==> src/rtl/adder_pkg.sv <==
// Shared widths for the final carry-propagate adder of the Booth-4 / Wallace multiplier.
package adder_pkg;
  localparam int ADD_W = 32;
  localparam int GRP_W = 4;
  localparam int N_GRP = ADD_W / GRP_W;

  typedef logic [ADD_W-1:0] word_t;

  // Group generate/propagate pair produced by each lookahead group
  typedef struct packed {
    logic g;
    logic p;
  } gp_t;
endpackage

==> src/rtl/cla_4.sv <==
// 4-bit carry-lookahead group: local carries from cin and bit g/p, plus group G/P for the next level.
module cla_4
  import adder_pkg::*;
(
  input  logic [GRP_W-1:0] a,
  input  logic [GRP_W-1:0] b,
  input  logic             cin,
  output logic [GRP_W-1:0] s,
  output logic             G,
  output logic             P
);
  logic [GRP_W-1:0] g, p, c;

  assign g = a & b;
  assign p = a ^ b;

  // Every in-group carry is flattened to two logic levels from cin
  assign c[0] = cin;
  assign c[1] = g[0] | (p[0] & cin);
  assign c[2] = g[1] | (p[1] & g[0]) | (p[1] & p[0] & cin);
  assign c[3] = g[2] | (p[2] & g[1]) | (p[2] & p[1] & g[0]) | (p[2] & p[1] & p[0] & cin);

  assign s = p ^ c;
  assign G = g[3] | (p[3] & g[2]) | (p[3] & p[2] & g[1]) | (p[3] & p[2] & p[1] & g[0]);
  assign P = &p;
endmodule

==> src/rtl/adder_32.sv <==
// Registered 32-bit modulo-2^32 adder built from eight cla_4 groups and a second-level lookahead.
module adder_32
  import adder_pkg::*;
(
  input  logic             sys_clk,
  input  logic             sys_rst_n,
  input  logic [ADD_W-1:0] A,
  input  logic [ADD_W-1:0] B,
  output logic [ADD_W-1:0] C
);
  logic [N_GRP-1:0][GRP_W-1:0] a_grp, b_grp, s_grp;
  gp_t  [N_GRP-1:0]            gp;
  logic [N_GRP-1:0]            gc;
  word_t                       sum;

  assign a_grp = A;
  assign b_grp = B;

  for (genvar i = 0; i < N_GRP; i++) begin : g_grp
    cla_4 u_cla (
      .a   (a_grp[i]),
      .b   (b_grp[i]),
      .cin (gc[i]),
      .s   (s_grp[i]),
      .G   (gp[i].g),
      .P   (gp[i].p)
    );
  end

  // Group carry-in k is the OR over j<k of G[j] & P[j+1..k-1]; c0 = 0 so its term drops out.
  // Each carry is a flat sum-of-products of group terms, never a ripple through gc.
  always_comb begin
    logic acc;
    logic term;
    gc = '0;
    for (int k = 1; k < N_GRP; k++) begin
      acc = 1'b0;
      for (int j = 0; j < k; j++) begin
        term = gp[j].g;
        for (int m = j + 1; m < k; m++) term = term & gp[m].p;
        acc = acc | term;
      end
      gc[k] = acc;
    end
  end

  assign sum = s_grp;

  always_ff @(posedge sys_clk or negedge sys_rst_n) begin
    if (!sys_rst_n) C <= '0;
    else            C <= sum;
  end
endmodule

==> config.mk <==
export PLATFORM = sky130hd
export DESIGN_NAME = adder_32
export DESIGN_NICKNAME = d
export VERILOG_FILES = /design/src/rtl/adder_pkg.sv /design/src/rtl/cla_4.sv /design/src/rtl/adder_32.sv
export SDC_FILE = /design/constraint.sdc
export NUM_CORES = 1
export LEC_CHECK = 0
export CAP_MARGIN = 25
export CORE_ASPECT_RATIO = 0.75
export CORE_MARGIN = 8
export CORE_UTILIZATION = 41
export CTS_CLUSTER_DIAMETER = 40
export DETAILED_ROUTE_END_ITERATION = 8
export PLACE_DENSITY_LB_ADDON = 0.3
export SLEW_MARGIN = 20
export SYNTH_ARGS = -nofsm -noshare
export SYNTH_HDL_FRONTEND = slang
export SYNTH_SLANG_ARGS = --single-unit
==> constraint.sdc <==
create_clock -name sys_clk -period 0.9 [get_ports sys_clk]
set_input_delay 0.18 -clock sys_clk [delete_from_list [all_inputs] [get_ports sys_clk]]
set_output_delay 0.18 -clock sys_clk [all_outputs]
set_load 0.1 [all_outputs]
### Yosys cells after proc, flatten, opt, wreduce, memory -nomap -nowiden

Index checks and enable logic that the tools add are counted.

* register bits: 32
* input port bits: 66
* output and inout bits: 32
* word-level logic and storage cells: 241

* bitwise gates (word level): 234
* reduce and logical (&&, ||, !) cells: 6

Operator list (count)
* $and 1x1->1: 123
* $or 1x1->1: 87
* $xor 4x4->4: 16
* $and 4x4->4: 7
* $reduce_and 4->1: 6
* $and 3x3->3: 1

### Logic depth before layout (Yosys ltp)

* depth after elaboration: 20
* gate-level depth with buffers: 11
* depth with buffers taken out: 11

### Cells and area by module

Synthesis repeated with hierarchy kept, for this count alone.

* cells, all modules: 219
* area total of the unflattened synthesis: 2338.5 um^2

Modules (own cells, without submodules)
* cla_4: times used 8, cells each 22, area an instance 182.7 um^2, seq. area each 0.0 um^2
* adder_32: times used 1, cells each 43, area an instance 877.1 um^2, seq. area each 800.8 um^2

### Least setup slack after synthesis

No wires, ideal clock.

* path kind: input-to-reg
* start point: input port A[1]
* end point: register C[29]
* setup time: 0.122 ns
* arrival time: 2.259 ns
* data required time: 0.778 ns
* slack: -1.481 ns
* stages on the path: 9
* path buffers: 0
* cell sequence: ha_1 > a211oi_2 > o21bai_2 > a2111oi_2 > a21oi_1 > a41o_1 > or2_1 > fa_1 > xor2_1

* longest elaborated chain between the ends: 19
* elaborated cells between the ends (all ways): 22
* those cells by class: 22 x bitwise

RTL lines
* start, declared: line adder_32.sv:7 `input logic [ADD_W-1:0] A,`
* $and 4x4->4 or $xor 4x4->4 (tied branches): line cla_4.sv:14, cla_4.sv:15
* $and 1x1->1: line cla_4.sv:24 `assign G = g[3] | (p[3] & g[2]) | (p[3] & p[2] & g[1]) | (p[3] & p[2] & p[1] & g[0]);`
* $or 1x1->1 or $and 1x1->1 (tied branches): line cla_4.sv:24
* $or 1x1->1 (*): line cla_4.sv:24
* $and 1x1->1 (*) (6 in a row): line adder_32.sv:40 `for (int m = j + 1; m < k; m++) term = term & gp[m].p;`
* $or 1x1->1 (*) (6 in a row): line adder_32.sv:41 `acc = acc | term;`
* $and 1x1->1 (*): line cla_4.sv:19 `assign c[1] = g[0] | (p[0] & cin);`
* $or 1x1->1 (*): line cla_4.sv:19
* $xor 4x4->4 (*): line cla_4.sv:23 `assign s = p ^ c;`
* via g_grp[7].u_cla.s[1]: line cla_4.sv:8 `output logic [GRP_W-1:0] s,`
* end signal, assigned: line adder_32.sv:51 `else C <= sum;`
* end, declared: line adder_32.sv:9 `output logic [ADD_W-1:0] C`

Mark *: on every way through the listed nets, which the timed path passes. The rest lies on a longest branch.

### Worst setup path in the final report

* start point: input port A[16]
* end point: register C[25]

* longest elaborated chain between the ends: 12
* elaborated cells between the ends (all ways): 22
* those cells by class: 21 x bitwise; 1 x reduce/logical

RTL lines
* $xor 4x4->4: line cla_4.sv:15 `assign p = a ^ b;`
* $reduce_and 4->1: line cla_4.sv:25 `assign P = &p;`
* $and 1x1->1 (2 in a row): line adder_32.sv:40
* $or 1x1->1 (3 in a row): line adder_32.sv:41
* $or 1x1->1 (*) (2 in a row): line adder_32.sv:41
* $and 1x1->1 (*): line cla_4.sv:19
* $or 1x1->1 (*): line cla_4.sv:19
* $xor 4x4->4 (*): line cla_4.sv:23
* via g_grp[6].u_cla.s[1]: line cla_4.sv:8

Marks and branches as above.

==> run metrics <==
critical path type in -> reg; final critical-path share of the clock period 296%; max capacitance violation total 0; # IOs 98; Cell Rows 22; CTS tree yes; Leak 2.08 nW; CP max FO 2; vias in the first global route 2,756; Final Critical Period 2.66 ns; failing checks negative setup slack; Sw Ratio 48.4%; #FFs+latches synth 32; largest register by flop count C; DRT antenna net count 0; commonest cells in the netlist dfrtp_1, ha_1, a21oi_1, xor2_1, inv_1; initial drt markers 301; WL per Instance 37.7 um; Synth cell types 30; clk buf depth 2; Worst Path Arrival 2.84 ns; Switch Pwr 4.84 mW; Die Span Y 77.0 um; Finished Layout Cells 424; main flop type after synthesis dfrtp_1; yosys warns 0; TritonRoute pass-1 iters 5; Seq pwr share 21.6%; starting density of the core 42.0%; clock tree sinks 32; Hold Vio Cnt, Final 0; Power Density 2160 nW/um^2; Fillers 94; Std-Cell Core Area 4840 um^2; Comb power frac 61.5%; Final Max Slew Viols 0; WP buf/inv 3; Cells after Synth 180; share of Yosys cell area claimed by the top area cell type 39.3%; fraction of layout instances using a drive strength above 1 70.6%; total wire length 16.0 mm; first-pass GRT wire length 15.5 mm; full die area 7500 um^2; crit-path cells dlygate4sd2_1 > ha_2 > o21a_1 > o211ai_1 > a21o_1 > a21oi_2 > buf_4 > a31oi_4 > inv_2 > fa_2 > xor2_1; asr flop ratio synth 100%; Avg Cell Area, Syn 11.3 um^2; Clock Tree Root clkbuf_8; NumNets Final 465; P_int 5.16 mW; Finished Cell Area 4630 um^2; mapped cell area 2040 um^2; grt ovf 0; final core utilization 95.6%; setup slack after layout -1.76 ns; Cell Count Post-Placement 387; Area after DPL 3990 um^2; Detail Placement HPWL 5.41 mm; via-per-instance ratio 6.58; count of input and output buffers 97; die width 97.4 um; Worst EP required 1.08 ns; most frequent cell after synthesis dfrtp_1; Post-synth EDFFs 0; max FFs per register 32; post-route setup TNS -42.51 ns; top flop regs C (32); Worst path slowest cell o211ai_1; Worst Setup Start Kind primary input; P&R area growth vs syn 127%; synth top area cells dfrtp_1, ha_1, fa_1; status finished with violations; CP top delay family compound AO/OA/AOI/OAI gates; RSZ-0062 raised after global routing true; drc violations 0; normalized max-slew margin 66.6%; H-tree depth 2; gpl congestion 0.768; final count of negative-setup-slack endpoints 61; CP peak stage delay 0.40 ns; via count 2,791; largest net degree at the start of global routing 33; Setup crit end kind register; Max VDD drop 1710 uV; Worst-Margin Slew 0.497 ns; Clk pwr share 17.0%; min-delay worst type in -> reg; Synth area leader dfrtp_1; cts bufs inserted 5; sequential area share after synthesis 39.3%; Mapped Nets 285; fmax 0.376 GHz; Reg clk slew, reported paths 0.08 ns; initial antenna violation count 2; total track usage 26.1%
[metrics by stage]
stage,hold WS [ns],power [mW],setup WS [ns]
floorplan,-0.116,4.87,-1.46
global placement,0.147,7.08,-2.02
detailed placement,0.157,7.19,-2.12
CTS,0.151,9.01,-1.30
global route,0.104,10.1,-1.79
finish,0.107,10.0,-1.76
[layout make-up]
| cell class | count | area, um^2 | area share [%] |
|---|---|---|---|
| diodes | 3 | 7.51 | 0.162 |
| clock buffers | 7 | 96.3 | 2.08 |
| clock inverters | 1 | 30.0 | 0.648 |
| inverters | 11 | 41.3 | 0.891 |
| multi-input cells | 137 | 1730 | 37.4 |
| flip-flops and latches | 32 | 840 | 18.1 |
| well taps | 60 | 75.1 | 1.62 |
| repair buffers | 173 | 1810 | 39.1 |
[final timing paths]
| check | start | endpoint | depth (start not counted) |
|---|---|---|---|
| min in group asynchronous | sys_rst_n | C[20] | 3 |
| worst max-delay path | A[16] | C[25] | 11 |
| worst min-delay path | A[0] | C[0] | 2 |
| max in group asynchronous | sys_rst_n | C[22] | 3 |
[power groups by stage]
stage | registers, mW | clock network (mW) | logic (mW)
final | 2.16 | 1.70 | 6.15
after global routing | 2.17 | 1.68 | 6.25
after CTS | 2.05 | 1.52 | 5.44
after detailed placement | 2.08 | 0 | 5.11
after global placement | 2.07 | 0 | 5.01
after floorplan | 4.13 | 0 | 0.741
[kinds of logic (layout without fill, tap and decap cells)]
family	after synthesis	count (layout)	share of synthesized area, %
xor+xnor	21	21	9.03
compound gates	50	50	16.6
other cells	0	3	0
fa+ha+maj	39	39	26.9
simple gates	27	27	6.14
flops	32	32	39.3
buf+inv	11	192	2.03
[routing by layer]
metal  part of all wire, %  global-route usage [%]
met2                    44                    48.7
met5                 0.094                       0
met4                    12                    14.2
met3                    14                    6.80
met1                    29                    26.0
[cell usage in the layout (no fill, tap or decap), drive strengths merged, types with 7 or more instances in the layout]
cell type / synthesis / final
buf: 0 / 138
clkbuf: 0 / 8
fa: 8 / 8
inv: 11 / 11
xor2: 13 / 13
dlygate4sd2: 0 / 13
a21o: 8 / 8
clkdlybuf4s50: 0 / 16
o21ai: 9 / 9
ha: 31 / 31
nand2: 7 / 7
dfrtp: 32 / 32
nor2: 9 / 9
a21oi: 16 / 16
xnor2: 8 / 8
[repair_timing]
item,CTS,global route
hold buffers,1,0
hold endpoints to repair,32,0
endpoints found under the setup margin,63,62
pin swaps,66,36
setup buffers,23,10
resized for setup,194,39
No activity file was read; power rests on OpenSTA's default activity.
